`src/rtl/sync_reset_reg_bank_pkg.sv`:
```
// rtl/sync_reset_reg_bank_pkg.sv - op encoding and datapath helpers for the register bank
package sync_reset_reg_bank_pkg;

    // Widest register the helper functions handle; callers zero-extend into this width.
    localparam int MAX_WIDTH = 64;

    typedef enum logic [2:0] {
        OP_READ   = 3'd0,
        OP_WRITE  = 3'd1,
        OP_SET    = 3'd2,
        OP_CLEAR  = 3'd3,
        OP_TOGGLE = 3'd4,
        OP_LOCK   = 3'd5
    } op_e;

    // Ops that modify register contents and are therefore refused on a locked register.
    function automatic logic is_data_op(input logic [2:0] op);
        return (op == OP_WRITE) || (op == OP_SET) || (op == OP_CLEAR) || (op == OP_TOGGLE);
    endfunction

    // Next register value for a masked data op; non-data ops leave the value unchanged.
    function automatic logic [MAX_WIDTH-1:0] apply_op(
        input logic [MAX_WIDTH-1:0] cur,
        input logic [MAX_WIDTH-1:0] data,
        input logic [MAX_WIDTH-1:0] mask,
        input logic [2:0]           op
    );
        logic [MAX_WIDTH-1:0] m;
        m = data & mask;
        case (op)
            OP_WRITE:  return (cur & ~mask) | m;
            OP_SET:    return cur | m;
            OP_CLEAR:  return cur & ~m;
            OP_TOGGLE: return cur ^ m;
            default:   return cur;
        endcase
    endfunction

    // Even-parity bit: value plus this bit always holds an even number of ones.
    function automatic logic even_parity(input logic [MAX_WIDTH-1:0] v);
        return ^v;
    endfunction

endpackage

```
`src/rtl/sync_reset_reg_cell.sv`:
```
// rtl/sync_reset_reg_cell.sv - one register with sticky lock and optional parity (SYNC_RESET_REG_BANK_PARITY_EN)
module sync_reset_reg_cell
    import sync_reset_reg_bank_pkg::*;
#(
    parameter int               WIDTH       = 8,
    parameter logic [WIDTH-1:0] RESET_VALUE = '0
) (
    input  logic             clk_i,
    input  logic             rst_i,
    input  logic             wr_en_i,
    input  logic [WIDTH-1:0] wr_data_i,
    input  logic             lock_set_i,
    input  logic             access_i,
    output logic [WIDTH-1:0] value_o,
    output logic             locked_o,
    output logic             par_bad_o,
    output logic             perr_o
);

    logic [WIDTH-1:0] value_q;
    logic             locked_q;

    // Register contents: reset value, else load on an accepted data op.
    always_ff @(posedge clk_i) begin
        if (rst_i) begin
            value_q <= RESET_VALUE;
        end else if (wr_en_i) begin
            value_q <= wr_data_i;
        end
    end

    // Lock is sticky; only reset releases it.
    always_ff @(posedge clk_i) begin
        if (rst_i) begin
            locked_q <= 1'b0;
        end else if (lock_set_i) begin
            locked_q <= 1'b1;
        end
    end

    assign value_o  = value_q;
    assign locked_o = locked_q;

`ifdef SYNC_RESET_REG_BANK_PARITY_EN
    logic par_q;
    logic perr_q;

    // Stored parity tracks every value load so a later flip of either is detectable.
    always_ff @(posedge clk_i) begin
        if (rst_i) begin
            par_q <= even_parity(MAX_WIDTH'(RESET_VALUE));
        end else if (wr_en_i) begin
            par_q <= even_parity(MAX_WIDTH'(wr_data_i));
        end
    end

    assign par_bad_o = (par_q != even_parity(MAX_WIDTH'(value_q)));

    // Mismatch is latched only when someone actually touches the register.
    always_ff @(posedge clk_i) begin
        if (rst_i) begin
            perr_q <= 1'b0;
        end else if (access_i && par_bad_o) begin
            perr_q <= 1'b1;
        end
    end

    assign perr_o = perr_q;
`else
    logic unused_access;
    assign unused_access = access_i;
    assign par_bad_o     = 1'b0;
    assign perr_o        = 1'b0;
`endif

endmodule

```
`src/rtl/sync_reset_reg_bank.sv`:
```
// rtl/sync_reset_reg_bank.sv - masked-op register bank with lock and 1-cycle response (SYNC_RESET_REG_BANK_PARITY_EN)
module sync_reset_reg_bank
    import sync_reset_reg_bank_pkg::*;
#(
    parameter int               WIDTH       = 8,
    parameter int               NUM_REGS    = 4,
    parameter logic [WIDTH-1:0] RESET_VALUE = '0,
    localparam int              AW          = (NUM_REGS > 1) ? $clog2(NUM_REGS) : 1
) (
    input  logic                      clk,
    input  logic                      rst,
    input  logic                      req_valid,
    input  logic [2:0]                req_op,
    input  logic [AW-1:0]             req_addr,
    input  logic [WIDTH-1:0]          req_data,
    input  logic [WIDTH-1:0]          req_mask,
    output logic                      resp_valid,
    output logic [WIDTH-1:0]          resp_data,
    output logic                      resp_err,
    output logic [NUM_REGS*WIDTH-1:0] q,
    output logic [NUM_REGS-1:0]       locked,
    output logic [NUM_REGS-1:0]       parity_err
);

    logic [WIDTH-1:0]    cell_value [NUM_REGS];
    logic [NUM_REGS-1:0] cell_locked;
    logic [NUM_REGS-1:0] cell_par_bad;
    logic [NUM_REGS-1:0] sel;

    logic [WIDTH-1:0] cur_value;
    logic             cur_locked;
    logic             cur_par_bad;
    logic             addr_ok;
    logic             op_known;
    logic             data_op;
    logic             exec_err;
    logic             par_err_now;
    logic             accept;
    logic             wr_go;
    logic             lock_go;
    logic [WIDTH-1:0] next_value;

    logic             resp_valid_q, resp_valid_d;
    logic [WIDTH-1:0] resp_data_q, resp_data_d;
    logic             resp_err_q, resp_err_d;

    // Address decode and read mux; an out-of-range address selects nothing and reads as 0.
    always_comb begin
        sel         = '0;
        cur_value   = '0;
        cur_locked  = 1'b0;
        cur_par_bad = 1'b0;
        addr_ok     = 1'b0;
        for (int i = 0; i < NUM_REGS; i++) begin
            if (req_addr == AW'(i)) begin
                sel[i]      = 1'b1;
                cur_value   = cell_value[i];
                cur_locked  = cell_locked[i];
                cur_par_bad = cell_par_bad[i];
                addr_ok     = 1'b1;
            end
        end
    end

    // Request classification: execution errors block the op, a parity hit only flags it.
    always_comb begin
        op_known    = (req_op <= OP_LOCK);
        data_op     = is_data_op(req_op);
        exec_err    = !addr_ok || !op_known || (data_op && cur_locked);
        par_err_now = addr_ok && cur_par_bad;
        accept      = req_valid && !rst;
        wr_go       = accept && data_op && !exec_err;
        lock_go     = accept && addr_ok && (req_op == OP_LOCK);
        next_value  = WIDTH'(apply_op(MAX_WIDTH'(cur_value), MAX_WIDTH'(req_data),
                                      MAX_WIDTH'(req_mask), req_op));
    end

    genvar gi;
    generate
        for (gi = 0; gi < NUM_REGS; gi++) begin : g_cell
            sync_reset_reg_cell #(
                .WIDTH       (WIDTH),
                .RESET_VALUE (RESET_VALUE)
            ) u_cell (
                .clk_i      (clk),
                .rst_i      (rst),
                .wr_en_i    (wr_go && sel[gi]),
                .wr_data_i  (next_value),
                .lock_set_i (lock_go && sel[gi]),
                .access_i   (accept && sel[gi]),
                .value_o    (cell_value[gi]),
                .locked_o   (cell_locked[gi]),
                .par_bad_o  (cell_par_bad[gi]),
                .perr_o     (parity_err[gi])
            );
            assign q[gi*WIDTH +: WIDTH] = cell_value[gi];
        end
    endgenerate

    assign locked = cell_locked;

    // Response next-state: capture pre-op value and error on a request, otherwise hold.
    always_comb begin
        resp_valid_d = req_valid;
        resp_data_d  = resp_data_q;
        resp_err_d   = resp_err_q;
        if (req_valid) begin
            resp_data_d = cur_value;
            resp_err_d  = exec_err || par_err_now;
        end
    end

    // Response registers; reset drops any request presented in the same cycle.
    always_ff @(posedge clk) begin
        if (rst) begin
            resp_valid_q <= 1'b0;
            resp_data_q  <= '0;
            resp_err_q   <= 1'b0;
        end else begin
            resp_valid_q <= resp_valid_d;
            resp_data_q  <= resp_data_d;
            resp_err_q   <= resp_err_d;
        end
    end

    assign resp_valid = resp_valid_q;
    assign resp_data  = resp_data_q;
    assign resp_err   = resp_err_q;

endmodule

```
`config.mk`:
```
export PLATFORM = sky130hd
export DESIGN_NAME = sync_reset_reg_bank
export DESIGN_NICKNAME = d
export VERILOG_FILES = /design/src/rtl/sync_reset_reg_bank_pkg.sv /design/src/rtl/sync_reset_reg_cell.sv /design/src/rtl/sync_reset_reg_bank.sv
export SDC_FILE = /design/constraint.sdc
export NUM_CORES = 1
export LEC_CHECK = 0
export CAP_MARGIN = 20
export CORE_ASPECT_RATIO = 0.6
export CORE_MARGIN = 4
export CORE_UTILIZATION = 43
export DETAILED_ROUTE_END_ITERATION = 16
export PLACE_DENSITY = 0.76
export SETUP_SLACK_MARGIN = 0.15
export SLEW_MARGIN = 10
export SYNTH_ARGS = -nofsm -noshare
export SYNTH_HDL_FRONTEND = slang
export SYNTH_SLANG_ARGS = --single-unit
```
`constraint.sdc`:
```
create_clock -name clk -period 2.7 [get_ports clk]
set_clock_uncertainty 0.1 [all_clocks]
set_input_delay 0.54 -clock clk [delete_from_list [all_inputs] [get_ports clk]]
set_output_delay 0.54 -clock clk [all_outputs]
set_load 0.05 [all_outputs]
```
==> results of run 1 <==
-- layer usage --
| metal | GRT usage, % | vias to the layer above |
|---|---|---|
| met1 | 31.93 | 1119 |
| li1 | - | 1141 |
| met5 | 0 | - |
| met2 | 29.62 | 94 |
| met3 | 5.372 | 6 |
| met4 | 2.835 | 0 |
-- per-stage QoR --
| stage | utilization (%) | hold slack, ns | power, mW | area (um2) | TNS (ns) |
|---|---|---|---|---|---|
| floorplan | - | 0.3703 | 0.8881 | 2634 | 0 |
| global route | 63.43 | 0.4182 | 1.492 | 3633 | 0 |
| detailed placement | 61.25 | 0.3846 | 0.9934 | 3508 | -6.770 |
| CTS | 62.93 | 0.3974 | 1.445 | 3605 | 0 |
| global placement | 61.25 | 0.3753 | 0.9904 | 3508 | -5.906 |
| finish | 63.43 | 0.3949 | 1.434 | 3633 | 0 |
-- where the power goes --
group | internal (mW) | total [mW] | leakage [nW] | switching, mW
clock network | 0.187 | 0.450 | 0.0447 | 0.263
registers | 0.688 | 0.697 | 0.372 | 0.00845
logic | 0.120 | 0.287 | 0.891 | 0.167
-- cell type report --
class	instances	area, um2	share of cell area (%)
clock buffers	5	68.82	1.894
clock inverters	3	25.02	0.6887
inverters	7	26.28	0.7231
multi-input cells	188	1518	41.77
flip-flops and latches	46	920.9	25.34
well taps	80	100.1	2.755
repair buffers	104	974.7	26.83
-- timing repair --
action | CTS | global route
gates resized for setup | 3 | 5
setup endpoints to repair | 20 | 4
pin swaps | 2 | 2
setup buffers | 0 | 0
cloned | 0 | 0
-- state kept, by name, summed over array words and instances (netlist names) --
signal / cells
g_cell.u_cell.value_o: 32
g_cell.u_cell.locked_o: 4
resp_err: 1
resp_valid: 1
resp_data: 8
-- cells by family after synthesis --
kind of cell,count (synthesis)
AOI/OAI and AO/OA,68
xor gates and xnor gates,1
adders and majority gates,8
buffers and inverters,35
DFF,46
muxes,25
other,1
and+or+nand+nor,82
-- worst paths after layout --
| check | slack [ns] | depth (start not counted) | from | endpoint |
|---|---|---|---|---|
| worst min register to register | 0.39 | 2 | g_cell[0].u_cell.value_o[6] | g_cell[0].u_cell.value_o[6] |
| worst max-delay path | 0.21 | 7 | req_op[2] | g_cell[0].u_cell.value_o[3] |
| worst max register to register | 0.55 | 6 | g_cell[3].u_cell.value_o[5] | g_cell[2].u_cell.value_o[5] |
| worst min-delay path | 0.39 | 2 | g_cell[0].u_cell.value_o[6] | g_cell[0].u_cell.value_o[6] |
-- worst max-delay path, delay by kind of cell --
family                 cells  cell delay (ns)
AO/OA/AOI/OAI              3             0.50
AND/OR/NAND/NOR            1             0.56
buffers and inverters      3             0.96
-- layout by cell type, fill, tap and decap left out, types with 2 or more instances in the layout --
master | netlist | layout
inv_1 | 7 | 7
nor2_2 | 3 | 3
a211oi_2 | 4 | 4
a21oi_1 | 9 | 9
conb_1 | 1 | 4
nand3_1 | 6 | 6
a311oi_1 | 3 | 3
a211oi_1 | 20 | 19
mux2i_1 | 16 | 16
buf_4 | 10 | 32
o211a_1 | 3 | 3
nor2_1 | 34 | 34
o21ai_0 | 7 | 6
clkdlybuf4s50_1 | 0 | 67
dfxtp_1 | 46 | 46
nand2b_1 | 12 | 12
o32ai_2 | 0 | 2
nor3b_1 | 5 | 5
nor2b_1 | 4 | 4
a31oi_1 | 4 | 4
mux4_2 | 9 | 9
o2bb2ai_1 | 2 | 2
clkbuf_8 | 0 | 5
buf_6 | 6 | 2
o32ai_1 | 5 | 3
o211ai_1 | 2 | 2
nand2_1 | 10 | 10
a2111oi_4 | 4 | 4
nor3_1 | 4 | 4
ha_1 | 8 | 8
==> results_dict.tcl, run 1 <==
set metrics [dict create \
    run_status "complete, no violations" \
    netlist.area_leader.share_pct 35.18 \
    path_cells "clkdlybuf4s50_1 -> or3b_1 -> buf_4 -> o211a_1 -> a211oi_1 -> buf_4 -> a211oi_1" \
    relSlewSlack_pct 63.39 \
    drv_cap 0 \
    period_share_pct 92.10 \
    root_buffer "clkbuf_8" \
    arrival_ns 2.57 \
    synth_most_common_cell "dfxtp_1" \
    vdd_drop_max_uv 205.5 \
    clk_latency_ns 0.31 \
    via_count 2360 \
    synth-edff-count 0 \
    grt_pass1_vias 2239 \
    worstPathMaxFanout 13 \
    syn2layout_area_growth_pct 38.81 \
    synth-compound-area-share_pct 22.90 \
    ys_types 39 \
    required_ns 2.78 \
    ant_nets 0 \
    syn_avg_cell_area_um2 9.840 \
    dieHeight_um 68.44 \
    fin_cells 433 \
    ios 74 \
    drive_gt1_share_pct 19.26 \
    first_iter_violations 231 \
    synth-simple-area-share_pct 15.44 \
    antenna_found_initial 0 \
    core_um2 5728 \
    clockBufferDepth 2 \
    setup_violations 0 \
    power_density_nw_per_um2 394.7 \
    grt_pass1_wl_um 11810 \
    diodes 0 \
    yosys.area_share.adder_pct 3.824 \
    gp_congestion 0.8560 \
    synth_top_family_by_area "compound AO/OA/AOI/OAI gates" \
    dp_cells 425 \
    viasPerCell 5.450 \
    async_flop_share_pct 0 \
    cp_slowest_cell "or3b_1" \
    top_layer_used "met4" \
    row_count 21 \
    numCtsBuffers 5 \
    cts_max_level 2 \
    ys_warn_count 0 \
    cts_sinks 46 \
    synth_top_cell_by_area "dfxtp_1" \
    critical_path_class "in -> reg" \
    setup_ws_ns 0.2132 \
    grt_max_degree 49 \
    die_x_um 108.7 \
    wl_um 7383 \
    ys_top_cells_by_area "dfxtp_1, mux4_2, mux2i_1" \
    ys_seq_area_share_pct 35.18 \
    dp_slack_ns -0.3483 \
    hold_path_class "reg -> reg" \
    route.met2.wl_um 2952 \
    worstSetupStartpointType "input port" \
    synth_flop_cell "dfxtp_1" \
    grt_usage_pct 20.82 \
    dp_hpwl_um 5506 \
    route.met3.wl_um 656 \
    synth_common_cells "dfxtp_1, nor2_1, a211oi_1" \
    hold_viol 0 \
    netlist_instances 266 \
    start_util_pct 45.70 \
    leakagePower_nw 1.307 \
    wl_per_cell_um 17.05 \
    fmax_ghz 0.4021 \
    synthMuxAreaShare_pct 13.86 \
    portBuffers 69 \
    ys_ff_latch 46 \
    wl_met1_um 3727 \
    nFillCells 505 \
    cpPeakStageDelay_ns 0.56 \
    synth_xor_area_share_pct 0.3346 \
    ctsHoldBuffers 0 \
    grt_overflow 0 \
    crit_path_end_kind "flop" \
    rsz0062_at_grt "no" \
    dieArea_um2 7441 \
    report.final.slew_viol_count 0 \
    tightest_slew_ns 0.5492 \
    syn_area_um2 2618 \
    route.detailed.drc 0 \
    cts_tree "yes" \
    finalNetCount 384 \
    period_needed_ns 2.487 \
    first_pass_iters 4 \
    clkTransAtPathRegs_ns 0.09 \
]
Note: power is estimated with default switching activity, not from simulation.
==> run 2: changes to the inputs <==
--- a/config.mk
+++ b/config.mk
@@ -11,7 +11,6 @@
 export CORE_UTILIZATION = 43
 export DETAILED_ROUTE_END_ITERATION = 16
 export PLACE_DENSITY = 0.76
-export SETUP_SLACK_MARGIN = 0.15
 export SLEW_MARGIN = 10
 export SYNTH_ARGS = -nofsm -noshare
 export SYNTH_HDL_FRONTEND = slang
==> run 2 against run 1 <==
Against the previous run:
- worst setup slack worse by 0.14 ns
- sequential power about the same
- combinational power up 4%
- register-to-register slack better by 0.07 ns
- critical path depth up 2
- worst hold slack better by 0.0042 ns
- sequential share of layout area down 0.42 points
- power down 0.19%
- wire length up 5.0%
- global-route usage up 0.44 points
- cell count up 2.1%
- via count up 1.7%
==> results_dict.tcl, run 2 (synthesis results as in run 1) <==
set metrics [dict create \
    die_x_um 108.7 \
    drv_cap 0 \
    clkTransAtPathRegs_ns 0.09 \
    required_ns 2.81 \
    rsz0062_at_grt "yes" \
    tightest_slew_ns 0.7686 \
    grt_usage_pct 21.26 \
    period_share_pct 97.36 \
    viasPerCell 5.428 \
    final_common_cell "clkdlybuf4s50_1" \
    numCtsBuffers 5 \
    syn2layout_area_growth_pct 41.16 \
    grt_pass1_vias 2305 \
    period_needed_ns 2.629 \
    finalNetCount 393 \
    clkPwrFrac_pct 30.5 \
    rr_endpoint "g_cell[3].u_cell.value_o[5]" \
    final_cell_mix "clkdlybuf4s50_1, dfxtp_1, buf_4" \
    row_count 21 \
    portBuffers 69 \
    grt_max_degree 49 \
    fin_util_pct 64.50 \
    leakagePower_nw 1.335 \
    top_layer_used "met4" \
    grt_overflow 0 \
    wl_um 7754 \
    run_status "complete, no violations" \
    root_buffer "clkbuf_8" \
    worstPathMaxFanout 7 \
    grt_pass1_wl_um 12160 \
    netSwitchingFraction_pct 30.12 \
    cp-endpoint "g_cell[0].u_cell.value_o[3]" \
    placedInstanceArea_um2 3548 \
    dieHeight_um 68.44 \
    diodes 0 \
    wl_per_cell_um 17.54 \
    cts_max_level 2 \
    route.detailed.drc 0 \
    r2r_cells 7 \
    route.met3.wl_um 623 \
    ios 74 \
    core_um2 5728 \
    critical_path_class "in -> reg" \
    clockBufferDepth 2 \
    relSlewSlack_pct 48.65 \
    ant_nets 0 \
    total_power_mw 1.431 \
    hold_path_class "reg -> reg" \
    antenna_found_initial 0 \
    pwr-share-comb_pct 20.8 \
    start_util_pct 45.70 \
    reg2reg_slack_ns 0.62 \
    power_density_nw_per_um2 387.4 \
    crit_path_end_kind "flop" \
    p_int_mw 1.000 \
    reg2reg_from "g_cell[3].u_cell.value_o[5]" \
    vdd_drop_max_uv 235.9 \
    wl_met1_um 3893 \
    setup_violations 0 \
    first_pass_iters 4 \
    report.final.slew_viol_count 0 \
    via_count 2399 \
    switchingPower_mw 0.4312 \
    hold_viol 0 \
    crit_start "req_addr[0]" \
    clk_latency_ns 0.30 \
    route.met2.wl_um 3180 \
    finalSetupTns_ns 0 \
    holdWs_ns 0.3991 \
    seqPwrFrac_pct 48.7 \
    worstSetupStartpointType "input port" \
    fmax_ghz 0.3804 \
    arrival_ns 2.74 \
    fin_area_um2 3695 \
    gp_congestion 0.8408 \
    drive_gt1_share_pct 21.55 \
    largest_reg_flops 32 \
    dieArea_um2 7441 \
    dp_hpwl_um 5740 \
    cts_sinks 46 \
    first_iter_violations 172 \
    cts_tree "yes" \
]
## run 2: layout make-up
cell class              instances  area [um2]
repair buffers                113        1041
multi-input cells             188        1520
fillers                       490        2033
flip-flops and latches         46       920.9
inverters                       7       26.28
well taps                      80       100.1
clock inverters                 2       13.76
clock buffers                   6       72.57
## run 2: what timing repair did
action,CTS,global route
hold buffers,0,0
endpoints found under the setup margin,10,16
buffers inserted,0,3
pin swaps,0,5
gates resized for setup,3,4
## run 2: worst max-delay path: stages
cell	delay [ns]
clkdlybuf4s50_1	0.47
buf_6	0.14
buf_6	0.13
mux4_2	0.54
ha_1	0.32
o32ai_1	0.12
a211oi_1	0.09
buf_4	0.18
a211oi_2	0.22
## run 2: per-layer routing
| layer | track usage (%) | vias to the layer above |
|---|---|---|
| met3 | 4.713 | 6 |
| met5 | 0 | - |
| met4 | 4.094 | 0 |
| met2 | 29.69 | 98 |
| li1 | - | 1163 |
| met1 | 33.03 | 1132 |
## run 2: power by group through the flow
stage	Sequential, mW	Combinational, mW	Clock, mW
after global placement	0.713	0.283	0
after CTS	0.697	0.293	0.439
after detailed placement	0.713	0.289	0
final	0.697	0.298	0.436
after global routing	0.698	0.319	0.465
after floorplan	0.745	0.142	0
## run 2: worst min path at each step
| stage | from | end | slack (ns) | cells past startpoint |
|---|---|---|---|---|
| after floorplan | g_cell[0].u_cell.locked_o | g_cell[0].u_cell.locked_o | 0.37 | 2 |
| after global placement | resp_data[7] | resp_data[7] | 0.37 | 2 |
| after detailed placement | resp_data[4] | resp_data[4] | 0.39 | 2 |
| after CTS | g_cell[1].u_cell.value_o[5] | g_cell[1].u_cell.value_o[5] | 0.40 | 2 |
| after global routing | g_cell[3].u_cell.value_o[4] | g_cell[3].u_cell.value_o[4] | 0.42 | 2 |
| final | g_cell[1].u_cell.value_o[5] | g_cell[1].u_cell.value_o[5] | 0.40 | 2 |
## run 2: metrics by stage
step           setup WS [ns]  cells
2_1_floorplan        0.03652    269
3_3_place_gp         -0.2967    431
3_5_place_dp         -0.3817    431
4_1_cts             0.005152    439
5_1_grt             -0.01735    442
6_report             0.07128    442
